## src/rtl/line_fill_engine.sv

```systemverilog
// Cache line fill engine: optional dirty-victim writeback to memory, then a
// line_words-word read burst whose returns stream straight into the cache line.
module line_fill_engine #(
    parameter int mem_depth  = 32,
    parameter int data_width = 32,
    parameter int line_words = 4,
    localparam int AW = $clog2(mem_depth),
    localparam int IW = $clog2(line_words)
) (
    input  logic                  clk,
    input  logic                  rst_n,
    input  logic                  req_valid,
    output logic                  req_ready,
    input  logic [AW-1:0]         req_fill_addr,
    input  logic                  req_wb,
    input  logic [AW-1:0]         req_wb_addr,
    output logic [IW-1:0]         wb_idx,
    input  logic [data_width-1:0] wb_rdata,
    output logic                  fill_we,
    output logic [IW-1:0]         fill_idx,
    output logic [data_width-1:0] fill_data,
    output logic                  done,
    output logic [AW-1:0]         fetch_mem_raddr,
    output logic                  fetch_mem_ren,
    input  logic                  fetch_mem_rready,
    input  logic [data_width-1:0] fetch_mem_rdata,
    input  logic                  fetch_mem_rdata_valid,
    output logic [AW-1:0]         fetch_mem_waddr,
    output logic                  fetch_mem_wen,
    input  logic                  fetch_mem_wready,
    output logic [data_width-1:0] fetch_mem_wdata
);

    typedef enum logic [1:0] {IDLE, WB, RD, DONE} state_t;

    localparam logic [AW-1:0] ALIGN_MASK = ~AW'(line_words - 1);
    localparam logic [IW:0]   LINE_CNT   = (IW+1)'(line_words);
    localparam logic [IW:0]   LAST_CNT   = (IW+1)'(line_words - 1);
    localparam logic [IW-1:0] LAST_IDX   = IW'(line_words - 1);

    state_t        state, state_nxt;
    logic [AW-1:0] wb_base, fill_base;
    // One bit wider than an index so "all issued" is representable.
    logic [IW:0]   rd_issued, rd_ret;

    assign fetch_mem_waddr = wb_base + AW'(wb_idx);
    assign fetch_mem_wdata = wb_rdata;
    assign fetch_mem_raddr = fill_base + AW'(rd_issued);
    assign fill_data       = fetch_mem_rdata;
    assign fill_idx        = rd_ret[IW-1:0];

    always_comb begin
        state_nxt     = state;
        req_ready     = 1'b0;
        fetch_mem_wen = 1'b0;
        fetch_mem_ren = 1'b0;
        fill_we       = 1'b0;
        done          = 1'b0;
        case (state)
            IDLE: begin
                req_ready = 1'b1;
                if (req_valid) state_nxt = req_wb ? WB : RD;
            end
            WB: begin
                fetch_mem_wen = 1'b1;
                if (fetch_mem_wready && wb_idx == LAST_IDX) state_nxt = RD;
            end
            RD: begin
                fetch_mem_ren = (rd_issued < LINE_CNT);
                fill_we       = fetch_mem_rdata_valid;
                if (fetch_mem_rdata_valid && rd_ret == LAST_CNT) state_nxt = DONE;
            end
            DONE: begin
                done      = 1'b1;
                state_nxt = IDLE;
            end
            default: state_nxt = IDLE;
        endcase
    end

    always_ff @(posedge clk) begin
        if (!rst_n) begin
            state     <= IDLE;
            wb_base   <= '0;
            fill_base <= '0;
            wb_idx    <= '0;
            rd_issued <= '0;
            rd_ret    <= '0;
        end else begin
            state <= state_nxt;
            case (state)
                IDLE: if (req_valid) begin
                    wb_base   <= req_wb_addr & ALIGN_MASK;
                    fill_base <= req_fill_addr & ALIGN_MASK;
                    wb_idx    <= '0;
                    rd_issued <= '0;
                    rd_ret    <= '0;
                end
                // wb_idx wraps back to 0 on the last accepted write.
                WB: if (fetch_mem_wready) wb_idx <= wb_idx + IW'(1);
                RD: begin
                    if (fetch_mem_ren && fetch_mem_rready) rd_issued <= rd_issued + (IW+1)'(1);
                    if (fetch_mem_rdata_valid) rd_ret <= rd_ret + (IW+1)'(1);
                end
                default: ;
            endcase
        end
    end

endmodule

```

## config.mk

```make
export PLATFORM = sky130hd
export DESIGN_NAME = line_fill_engine
export DESIGN_NICKNAME = d
export VERILOG_FILES = /design/src/rtl/line_fill_engine.sv
export SDC_FILE = /design/constraint.sdc
export NUM_CORES = 1
export LEC_CHECK = 0
export CAP_MARGIN = 20
export CORE_MARGIN = 10
export CORE_UTILIZATION = 30
export CTS_CLUSTER_DIAMETER = 50
export DETAILED_ROUTE_END_ITERATION = 10
export GPL_TIMING_DRIVEN = 0
export PLACE_DENSITY = 0.88
export SYNTH_ARGS = -nofsm -noshare
export SYNTH_HDL_FRONTEND = slang
export SYNTH_SLANG_ARGS = --single-unit
```

## constraint.sdc

```tcl
create_clock -name clk -period 4.3 [get_ports clk]
set_input_delay 1.075 -clock clk [delete_from_list [all_inputs] [get_ports clk]]
set_output_delay 1.075 -clock clk [all_outputs]
set_load 0.01 [all_outputs]
```

After elaboration in Yosys (flattened, before gate mapping)
Index checks and enable logic that the tools add are counted.
Widths: inputs -> output; s select.

word-level totals
  bits in registers = 16
  input port bits = 81
  word-level logic and storage cells = 52

cells by class
  $add $sub $neg = 5
  magnitude comparators = 1
  equality and inequality tests = 11
  mux-type cells = 18
  reduce and logical (&&, ||, !) cells = 11

operator list
  operator             count
  $mux 2               6
  $ne 2x2->1 const B   6
  $pmux 3 s2           2
  $reduce_and 3->1     4
  $mux 3               3
  $pmux 2 s4           1
  $add 3x1->3 const B  2
  $eq 2x2->1 const B   3
  $add 5x2->5          1
  $add 5x3->5          1
  $mux 1               5
  $pmux 2 s2           1
  $reduce_bool 2->1    2
  $eq 3x2->1 const B   1
  $logic_and 1x1->1    3
  $lt 3x3->1 const B   1
  $add 2x1->2 const B  1
  $eq 2x1->1 const B   1
  $logic_not 2->1      1
  $reduce_and 2->1     1

Depth between registers and ports, before layout
  depth after elaboration = 5
  gate-level depth with buffers = 6
  mapped depth without buffers = 6

Worst setup path after synthesis
Ideal clock, no wire load.

  path kind = input port to output port
  start point = input port fetch_mem_rdata_valid
  end point = output port fill_we
  arrival time = 1.240 ns
  required time = 3.225 ns
  path slack = 1.985 ns
  cell stages on the path = 1
  path through = and2_1

between the ends
  cells in the longest elaborated chain, start to end = 1

RTL lines
  element      RTL line  text
  from (decl)  27        input logic fetch_mem_rdata_valid,
  $mux 1       59        case (state)
  to (decl)    19        output logic fill_we,

No other way between the ends.

Worst setup path after layout
Same ends and word-level chain as after synthesis.

==> metrics.txt <==
largest net degree at the start of global routing=11; Slowest cell on crit path=clkdlybuf4s50_1; row count=25; Crit path top cell by count=clkdlybuf4s50_1; die area=0.00795 mm^2; Final Cycle Share=77.6%; WP data required=3220 ps; top cells by count, synth=buf_4 (71), dfxtp_1 (16), a21oi_1 (11); max-slew violation count=0; PD cells=307 mW/mm^2; Final Hold Viols=0; clock sink total=16; Leak Pwr=1.12 nW; Yosys cell types=28; Root Driver=clkbuf_8; CP max stage delay=540 ps; Setup Buffers After CTS=0; Async SR Flop Fraction=0%; vias per cell=4.21; clk_skew=1.62 ps; CTS resizes=0; Post-Synthesis Cells=175; DIE WIDTH=89.1 um; Fmax=0.300 GHz; Routed WL per cell=14.4 um; Post-CTS Hold Buffers=0; unrepaired setup endpoints after global routing=no; IO Pins=164; min cycle time layout=3340 ps; post-synth top area share=37.2%; vias after detailed routing=1,374; IO Port Bufs=94; CP Cell Sequence=clkdlybuf4s50_1 > and2_1 > clkdlybuf4s50_1; Yosys reg bits=16; register area share after synthesis=22.3%; cell taking the most area after synthesis=buf_4; met3 Usage GRT=9.02%; EDFF count, synth=0; crit path launch type=input pin; gpl congestion=0.715; final net count=365; Diodes inserted=0; post-route insts no fill=326; Max-Cap Viols=0; grt ovf=0; final WL=4700 um; crit path kind=input pin to output port; slew margin rel.=71.0%; DRT antenna net count=0; most frequent cell after synthesis=buf_4; placed cells=323; TritonCTS Buffers=3; TNS Setup=0 ps; Die Y=89.1 um; Avg Inst Size Synth=8.19 um^2; final setup violation count=0; clock tree from TritonCTS=built; Post-Syn Area=0.00143 mm^2; First DRT Iteration DRCs=31; share of cells above drive strength 1=29.8%; DP Wirelength=4220 um; number of global-route vias before repair=1,454; GRT Max-Usage Layer=met2; initial antenna violation count=0; Worst setup EP type=output port; Final Total Pwr=0.000764 W; ranking of synthesized cells by area=buf_4 (37%), dfxtp_1 (22%), ha_1 (8.7%); Initial Util=30.6%; crit path DAT=2260 ps; post-synth net total=266; Clock Latency Late Sink=250 ps; GRT Util Overall=10.6%; GR Layer Usage met1=9.35%; measured slew at the worst slew-check pin=436 ps; critical path fanouts, max=3; Top FF cell, synth=dfxtp_1; Yosys Warn Count=0; Max IR drop VDD=0.231 mV; Max Root-Sink Buffers=2; Synth-to-Final Area Change=73.2%; class of the worst hold path=flip-flop to flip-flop; first-pass GRT wire length=6760 um; status=finished, final reports clean; H-Tree Depth=1; met2 global-route usage=18.3%; Core Box Area=0.00469 mm^2; DR pass1 iterations=4; Post-route DRC=0; clk slew on worst S/H paths=60 ps
layout make-up:
type	count	area (um^2)
Multi-Input combinational cell	79	544
Timing Repair Buffer	94	941
Inverter	6	22.5
Tap cell	54	67.6
Sequential cell	16	320
Clock buffer	3	41.3
Fill cell	451	2210
Buffer	74	547
worst max-delay path, delay by kind of cell:
kind	cells	cell delay, ps
AND/OR/NAND/NOR	1	140
buffers and inverters	2	1050
power by group:
group / internal, W / leakage (nW) / switching (W)
sequential: 0.000171 / 0.130 / 0.0000189
clock: 0.0000621 / 0.0216 / 0.0000500
combinational: 0.000256 / 0.968 / 0.000205
total: 0.000490 / 1.12 / 0.000274
placed cells by master (no fill, tap or decap):
cell / n
nor3b_1: 1
o21ai_1: 1
clkdlybuf4s50_1: 94
nand2_2: 1
mux2i_1: 6
a21oi_1: 11
buf_2: 2
nand2_1: 9
inv_1: 6
o21ai_0: 3
clkbuf_1: 1
nand4_1: 1
nor2b_1: 4
a21oi_2: 1
nor2b_2: 1
nand2b_1: 4
ha_1: 10
a211oi_1: 2
a21o_1: 1
nor2_1: 8
dfxtp_1: 16
buf_4: 71
clkbuf_8: 3
nand3_1: 8
a31oi_1: 1
xor2_1: 1
and2_1: 2
a221oi_4: 1
nand3b_1: 1
and2b_2: 1
flip-flops by register name, indices dropped and copies added, names as in the netlist:
register   flops
wb_base        3
wb_idx         2
rd_ret         3
rd_issued      3
state          2
fill_base      3
cell families after synthesis:
kind of cell,count (synthesis),synth area share [%]
compound gates,21,9.69
xor+xnor,1,0.611
fa+ha+maj,10,8.73
buf+inv,80,39.7
flops,16,22.3
mux,6,4.19
simple gates,41,14.7
path summary, 6_finish.rpt:
kind,from,end,slack [ps],depth (start not counted)
worst max-delay path,fetch_mem_rdata_valid,fill_we,960,3
worst max register to register,state[0],rd_ret[0],2700,6
worst min-delay path,wb_base[3],wb_base[3],460,2
worst min register to register,wb_base[3],wb_base[3],460,2
layer usage:
layer  share of wire, %  routed length, um
met4               0.47                 22
met5                  0                  0
met2                 49               2300
met3                 21                991
met1                 29               1380
through the flow:
| stage | setup WS [ps] | utilization, % | instance area [um^2] | hold slack, ps |
|---|---|---|---|---|
| finish | 963 | 52.9 | 2480 | 460 |
| global route | 896 | 52.9 | 2480 | 482 |
| CTS | 953 | 52.9 | 2480 | 460 |
| detailed placement | 965 | 52.1 | 2440 | 451 |
| global placement | 969 | 52.1 | 2440 | 444 |
| floorplan | 1990 | - | 1430 | 441 |
No activity file was read; power rests on OpenSTA's default activity.
